### src/rtl/neopixel_pkg.sv
// Shared WS2812 timing constants and receiver state encoding; the transmitter uses the same
// constants so loopback timing has a single source.
package neopixel_pkg;

  // Bit cell timing in 10 MHz system clock cycles
  localparam int NP_T0H        = 3;
  localparam int NP_T1H        = 6;
  localparam int NP_T0L        = 9;
  localparam int NP_T1L        = 6;
  localparam int NP_TRESET     = 500;
  localparam int NP_NUM_PIXELS = 8;
  localparam int NP_BIT_THRESH = 5;
  localparam int NP_MIN_HIGH   = 2;
  localparam int NP_MAX_HIGH   = 20;

  typedef enum logic [1:0] {
    S_SYNC = 2'd0,
    S_IDLE = 2'd1,
    S_HIGH = 2'd2,
    S_LOW  = 2'd3
  } rx_state_t;

  function automatic logic [15:0] sat_inc16(input logic [15:0] v);
    return (v == 16'hFFFF) ? v : v + 16'd1;
  endfunction

endpackage

### src/rtl/neopixel_rx_if.sv
// Pixel RAM write port and frame status produced by the WS2812 receiver.
interface neopixel_rx_if;
  logic        o_mem_we;
  logic [7:0]  o_mem_addr;
  logic [23:0] o_mem_data;
  logic        o_frame_done;
  logic [7:0]  o_pixel_count;
  logic        o_err;

  modport master (
    output o_mem_we, o_mem_addr, o_mem_data, o_frame_done, o_pixel_count, o_err
  );
  modport slave (
    input  o_mem_we, o_mem_addr, o_mem_data, o_frame_done, o_pixel_count, o_err
  );
endinterface

### src/rtl/neopixel_sync_edge.sv
// 2-FF synchronizer for the async data pin plus registered rise/fall pulses.
// o_lvl is time-aligned with the edge pulses.
module neopixel_sync_edge (
  input  logic i_clk,
  input  logic i_reset,
  input  logic i_din,
  output logic o_lvl,
  output logic o_rise,
  output logic o_fall
);
  logic [2:0] din_pipe;

  always_ff @(posedge i_clk) begin
    if (i_reset) begin
      din_pipe <= '0;
      o_rise   <= 1'b0;
      o_fall   <= 1'b0;
    end else begin
      din_pipe <= {din_pipe[1:0], i_din};
      o_rise   <= din_pipe[1] & ~din_pipe[2];
      o_fall   <= ~din_pipe[1] & din_pipe[2];
    end
  end

  assign o_lvl = din_pipe[2];
endmodule

### src/rtl/neopixel_rx.sv
// WS2812 receiver: classifies high pulses by width, assembles GRB words MSB-first, writes
// completed pixels to RAM and reports end-of-frame on the latch gap.
module neopixel_rx
  import neopixel_pkg::*;
#(
  parameter int NUM_PIXELS    = NP_NUM_PIXELS,
  parameter int BIT_THRESH    = NP_BIT_THRESH,
  parameter int MIN_HIGH      = NP_MIN_HIGH,
  parameter int MAX_HIGH      = NP_MAX_HIGH,
  parameter int TRESET_CYCLES = NP_TRESET
) (
  input  logic          i_clk,
  input  logic          i_reset,
  input  logic          i_din,
  neopixel_rx_if.master bus
);
  localparam logic [15:0] THRESH_W = 16'(BIT_THRESH);
  localparam logic [15:0] MIN_W    = 16'(MIN_HIGH);
  localparam logic [15:0] MAX_W    = 16'(MAX_HIGH);
  localparam logic [15:0] TRESET_W = 16'(TRESET_CYCLES);
  localparam logic [7:0]  NPIX_W   = 8'(NUM_PIXELS);

  rx_state_t   state, state_n;
  logic        din_lvl, din_rise, din_fall;
  logic [15:0] cnt;
  logic [22:0] shreg;
  logic [23:0] word_n;
  logic [4:0]  bit_idx;
  logic [7:0]  pixel_idx;
  logic        new_frame, shift_en, glitch, abort, frame_end;

  logic        mem_we_q, frame_done_q, err_q;
  logic [7:0]  mem_addr_q, pixel_count_q;
  logic [23:0] mem_data_q;

  neopixel_sync_edge u_sync (
    .i_clk   (i_clk),
    .i_reset (i_reset),
    .i_din   (i_din),
    .o_lvl   (din_lvl),
    .o_rise  (din_rise),
    .o_fall  (din_fall)
  );

  // Width counter restarts at 1 on every edge, so at an edge it holds the width just ended
  always_ff @(posedge i_clk) begin
    if (i_reset)                cnt <= '0;
    else if (din_rise | din_fall) cnt <= 16'd1;
    else                        cnt <= sat_inc16(cnt);
  end

  always_ff @(posedge i_clk) begin
    if (i_reset) state <= S_SYNC;
    else         state <= state_n;
  end

  always_comb begin
    state_n = state;
    case (state)
      S_SYNC: if (!din_lvl && cnt >= TRESET_W) state_n = S_IDLE;
      S_IDLE: if (din_rise) state_n = S_HIGH;
      S_HIGH: begin
        if (cnt >= MAX_W)  state_n = S_SYNC;
        else if (din_fall) state_n = S_LOW;
      end
      S_LOW: begin
        if (cnt >= TRESET_W) state_n = S_IDLE;
        else if (din_rise)   state_n = S_HIGH;
      end
      default: state_n = S_SYNC;
    endcase
  end

  always_comb begin
    new_frame = 1'b0;
    shift_en  = 1'b0;
    glitch    = 1'b0;
    abort     = 1'b0;
    frame_end = 1'b0;
    case (state)
      S_IDLE: new_frame = din_rise;
      S_HIGH: begin
        abort    = (cnt >= MAX_W);
        shift_en = !abort && din_fall && (cnt >= MIN_W);
        glitch   = !abort && din_fall && (cnt < MIN_W);
      end
      S_LOW:   frame_end = (cnt >= TRESET_W);
      default: ;
    endcase
  end

  assign word_n = {shreg, (cnt >= THRESH_W)};

  always_ff @(posedge i_clk) begin
    if (i_reset) begin
      shreg         <= '0;
      bit_idx       <= '0;
      pixel_idx     <= '0;
      mem_we_q      <= 1'b0;
      mem_addr_q    <= '0;
      mem_data_q    <= '0;
      frame_done_q  <= 1'b0;
      pixel_count_q <= '0;
      err_q         <= 1'b0;
    end else begin
      mem_we_q     <= 1'b0;
      frame_done_q <= 1'b0;
      if (new_frame) begin
        err_q     <= 1'b0;
        bit_idx   <= '0;
        pixel_idx <= '0;
      end
      if (glitch) err_q <= 1'b1;
      if (shift_en) begin
        shreg <= word_n[22:0];
        if (bit_idx == 5'd23) begin
          bit_idx <= '0;
          // Past the RAM size: drop the pixel, keep decoding to frame end
          if (pixel_idx < NPIX_W) begin
            mem_we_q   <= 1'b1;
            mem_addr_q <= pixel_idx;
            mem_data_q <= word_n;
            pixel_idx  <= pixel_idx + 8'd1;
          end else begin
            err_q <= 1'b1;
          end
        end else begin
          bit_idx <= bit_idx + 5'd1;
        end
      end
      if (abort) begin
        err_q         <= 1'b1;
        frame_done_q  <= 1'b1;
        pixel_count_q <= pixel_idx;
      end
      if (frame_end) begin
        frame_done_q  <= 1'b1;
        pixel_count_q <= pixel_idx;
        if (bit_idx != 5'd0) err_q <= 1'b1;
      end
    end
  end

  assign bus.o_mem_we      = mem_we_q;
  assign bus.o_mem_addr    = mem_addr_q;
  assign bus.o_mem_data    = mem_data_q;
  assign bus.o_frame_done  = frame_done_q;
  assign bus.o_pixel_count = pixel_count_q;
  assign bus.o_err         = err_q;
endmodule

### src/flat_wrapper.sv
// flat-port wrapper written by rule: the top's interface ports become plain ports
module neopixel_rx_flat import neopixel_pkg::*;
#(
  parameter int NUM_PIXELS    = NP_NUM_PIXELS,
  parameter int BIT_THRESH    = NP_BIT_THRESH,
  parameter int MIN_HIGH      = NP_MIN_HIGH,
  parameter int MAX_HIGH      = NP_MAX_HIGH,
  parameter int TRESET_CYCLES = NP_TRESET
)
  (i_clk, i_reset, i_din, bus_o_mem_we, bus_o_mem_addr, bus_o_mem_data, bus_o_frame_done, bus_o_pixel_count, bus_o_err);
  neopixel_rx_if bus_i ();
  input  logic i_clk;
  input  logic i_reset;
  input  logic i_din;
  output wire logic [$bits(bus_i.o_mem_we)-1:0] bus_o_mem_we;
  output wire logic [$bits(bus_i.o_mem_addr)-1:0] bus_o_mem_addr;
  output wire logic [$bits(bus_i.o_mem_data)-1:0] bus_o_mem_data;
  output wire logic [$bits(bus_i.o_frame_done)-1:0] bus_o_frame_done;
  output wire logic [$bits(bus_i.o_pixel_count)-1:0] bus_o_pixel_count;
  output wire logic [$bits(bus_i.o_err)-1:0] bus_o_err;
  assign bus_o_mem_we = bus_i.o_mem_we;
  assign bus_o_mem_addr = bus_i.o_mem_addr;
  assign bus_o_mem_data = bus_i.o_mem_data;
  assign bus_o_frame_done = bus_i.o_frame_done;
  assign bus_o_pixel_count = bus_i.o_pixel_count;
  assign bus_o_err = bus_i.o_err;
  neopixel_rx #(.NUM_PIXELS(NUM_PIXELS), .BIT_THRESH(BIT_THRESH), .MIN_HIGH(MIN_HIGH), .MAX_HIGH(MAX_HIGH), .TRESET_CYCLES(TRESET_CYCLES)) u_core (.i_clk(i_clk), .i_reset(i_reset), .i_din(i_din), .bus(bus_i));
endmodule
### config.mk
export PLATFORM = sky130hd
export DESIGN_NAME = neopixel_rx_flat
export DESIGN_NICKNAME = d
export VERILOG_FILES = /design/src/rtl/neopixel_pkg.sv /design/src/rtl/neopixel_rx_if.sv /design/src/rtl/neopixel_sync_edge.sv /design/src/rtl/neopixel_rx.sv /design/src/flat_wrapper.sv
export SDC_FILE = /design/constraint.sdc
export NUM_CORES = 1
export LEC_CHECK = 0
export ABC_AREA = 1
export CAP_MARGIN = 20
export CORE_ASPECT_RATIO = 0.6
export CORE_UTILIZATION = 25
export DETAILED_ROUTE_END_ITERATION = 8
export PLACE_DENSITY = 0.48
export SYNTH_ARGS = -nofsm -noshare
export SYNTH_HDL_FRONTEND = slang
export SYNTH_SLANG_ARGS = --single-unit
### constraint.sdc
create_clock -name i_clk -period 1.98 [get_ports i_clk]
set_input_delay 0.396 -clock i_clk [delete_from_list [all_inputs] [get_ports i_clk]]
set_output_delay 0.396 -clock i_clk [all_outputs]
set_load 0.02 [all_outputs]
==> flow_summary_export.csv <==
group,metric,value,unit
logic_synthesis,netlist_area,4630,um^2
logic_synthesis,synthesis.instances,640,
finish,drive_gt1_frac,0.109,
logic_synthesis,synth_top_cell_by_area,"dfxtp_1",
critical_path,crit_required,2.22,ns
detailed_routing,drt-total-wl,11500,um
finish,areaGrowthSynthToFinish,25.0,%
global_route,grt-ovfl-total,0,
global_route,antenna_found_initial,0,
timing,fmax,0.554,GHz
timing,setup_viol,0,
timing,post-route-min-period,1.81,ns
timing,tns,0,ns
place,globalplace.congestion,0.821,
critical_path,cp-end-kind,"flip-flop",
floorplan,die_y,107,um
clock_tree,cts_tree,"yes",
critical_path,cp_slowest_cell,"dfxtp_1",
logic_synthesis,synth-edff-count,0,
pwr,power.density,725,nW/um^2
logic_synthesis,synth_fp_nets,650,
global_route,grt_max_degree,69,
logic_synthesis,async_reset_ff_frac,0,
logic_synthesis,yosys_warnings,0,
detailed_routing,drt-pass1-iter-count,4,
clock_tree,ctsLongestPathBuffers,2,
detailed_routing,via_per_inst,4.26,
timing,rsz0062_at_grt,"true",
pwr,leakagePower,2.42,nW
timing,skew,0.00684,ns
finish,nets,705,
global_route,grt_pass1_vias,3614,
detailed_routing,drt-initial-drc-count,270,
finish,fin_util,0.320,
clock_tree,clk_pin_slew,0.07,ns
floorplan,start_util,0.256,
timing,hold_slack,0.401,ns
pwr,p_seq_frac,0.493,
clock_tree,h-tree-depth,3,
critical_path,critical_path_class,"flip-flop to flip-flop",
timing,fin_crit_sh,0.912,
floorplan,die_area,19100,um^2
floorplan,fp.dieW,178,um
timing,hold_violations,0,
global_route,track_usage,0.127,
pwr,power_frac_comb,0.035,
logic_synthesis,synth.area.top_cells,"dfxtp_1 (44%), nand2_1 (8.9%), nor2_1 (8.4%)",
timing,worst_pin_slew,0.473,ns
timing,slew_viol_final,0,
detailed_routing,wl_per_cell,12.2,um
worst_hold_path,hp-class,"flip-flop to flip-flop",
floorplan,rows,38,
timing,post-route-worst-setup-slack,0.175,ns
global_route,grt_pass1_wl,19100,um
timing,slew_headroom,0.684,
critical_path,worstPathMaxFanout,13,
place,hpwl,8440,um
clock_tree,clk_latency,0.34,ns
critical_path,worstPathCellList,"ha_1, nand2_1, inv_2, nand2_2, nor2_4, inv_2, nor2_4, nand3_2, and3_1",
logic_synthesis,ys.flop_type,"dfxtp_1",
finish,diodes,0,
pwr,netSwitchingFraction,0.217,
logic_synthesis,ys_seq_area_frac,0.441,
place,io_buffer_count,45,
clock_tree,cts_buffers,9,
critical_path,crit_arrival,2.04,ns
logic_synthesis,synth_top_area_share,0.441,
floorplan,core,18100,um^2
place,pre_cts_ws,0.133,ns
floorplan,design.portCount,46,
detailed_routing,drc,0,
pwr,p_int,3.29,mW
logic_synthesis,netlist-cell-type-count,33,
detailed_routing,num_vias,4005,
clock_tree,cts.sinks,102,
critical_path,critPathLaunchType,"flip-flop",
run,cap_violations,0,
logic_synthesis,syn_avg_cell_area,7.23,um^2
logic_synthesis,ys_seq_elements,102,
pwr,ir_drop,0.000344,V
clock_tree,ctsHoldBuffers,0,
clock_tree,cts-root-buf,"clkbuf_16",
detailed_routing,detail-route-antenna-nets,0,
outcome,status,"finished clean",
critical_path,slowest_delay,0.37,ns
logic_synthesis,synth.most_common_cell,"nand2_1",
logic_synthesis,synth_common_cells,"nand2_1 (110), nor2_1 (103), dfxtp_1 (102)",
pwr,p_clk_frac,0.472,
pwr,p_total,4.20,mW
pwr,switchingPower,0.910,mW
-- layout by cell type, fill, tap and decap left out, drive strengths merged, types with 3 or more instances in the layout --
master,n
nand2,116
clkbuf,12
o211ai,3
nor2,117
inv,93
a21oi,27
dfxtp,102
clkdlybuf4s50,45
nand3,56
nand4,27
o21ai,43
xor2,5
ha,7
nor3,10
xnor2,3
buf,25
-- cells by family after synthesis --
kind of cell / share of synthesized area
xor+xnor: 0.0151
buf+inv: 0.107
flops: 0.441
fa+ha+maj: 0.0189
compound gates: 0.0847
simple gates: 0.333
-- per-stage QoR --
stage               cells  instance area (um^2)
CTS                   939                  5770
global placement      923                  5430
finish                940                  5780
floorplan             640                  4630
detailed placement    923                  5430
global route          940                  5780
-- power by group through the flow --
stage | logic [mW] | registers (mW) | clock network, mW
2_1_floorplan | 0.104 | 2.11 | 0
3_3_place_gp | 0.150 | 2.11 | 0
3_5_place_dp | 0.148 | 2.11 | 0
4_1_cts | 0.149 | 2.07 | 2.03
5_1_grt | 0.168 | 2.07 | 2.12
6_report | 0.149 | 2.07 | 1.98
-- final timing paths --
kind | startpoint | to | slack (ns) | depth (start not counted)
max | u_core.bit_idx[0] | u_core.bus.o_mem_addr[7] | 0.17 | 9
min | u_core.u_sync.din_pipe[0] | u_core.u_sync.din_pipe[1] | 0.40 | 2
max reg2reg | u_core.bit_idx[0] | u_core.bus.o_mem_addr[7] | 0.17 | 9
min reg2reg | u_core.u_sync.din_pipe[0] | u_core.u_sync.din_pipe[1] | 0.40 | 2
-- flip-flops by register name, summed over array words and instances (netlist names) --
name	flops
u_core.state	2
u_core.bus.o_mem_data	24
u_core.bus.o_mem_addr	8
u_core.bus.o_mem_we	1
u_core.bus.o_err	1
u_core.shreg	23
u_core.u_sync.din_pipe	3
u_core.bus.o_frame_done	1
u_core.u_sync.o_rise	1
u_core.bus.o_pixel_count	8
u_core.bit_idx	5
u_core.pixel_idx	8
u_core.u_sync.o_fall	1
u_core.cnt	16
-- critical path, delay by kind of cell, from the launching register on --
family,cells,cell delay [ns]
simple gates,6,0.97
flops,1,0.37
fa+ha+maj,1,0.18
buf+inv,2,0.15
-- layer usage --
layer | vias up | global-route usage | part of all wire
met5 | - | 0 | 0
met4 | 0 | 0.0238 | 0.0058
met3 | 7 | 0.0343 | 0.049
met2 | 82 | 0.152 | 0.34
met1 | 1766 | 0.212 | 0.61
li1 | 2150 | - | -
-- area by class of cell --
type | instances | area (um^2)
sequential | 102 | 2040
inverter | 92 | 345
timing repair buffer | 70 | 663
clock buffer | 12 | 256
clock inverter | 4 | 76.3
tap | 240 | 300
multi-input combinational | 420 | 2100
fill | 1925 | 12300
-- what timing repair did --
item                                    CTS  global route
endpoints found under the hold margin     0             0
resized for setup                         0             3
endpoints found under the setup margin    0            13
setup buffers                             0             1
No activity file was read; power rests on OpenSTA's default activity.
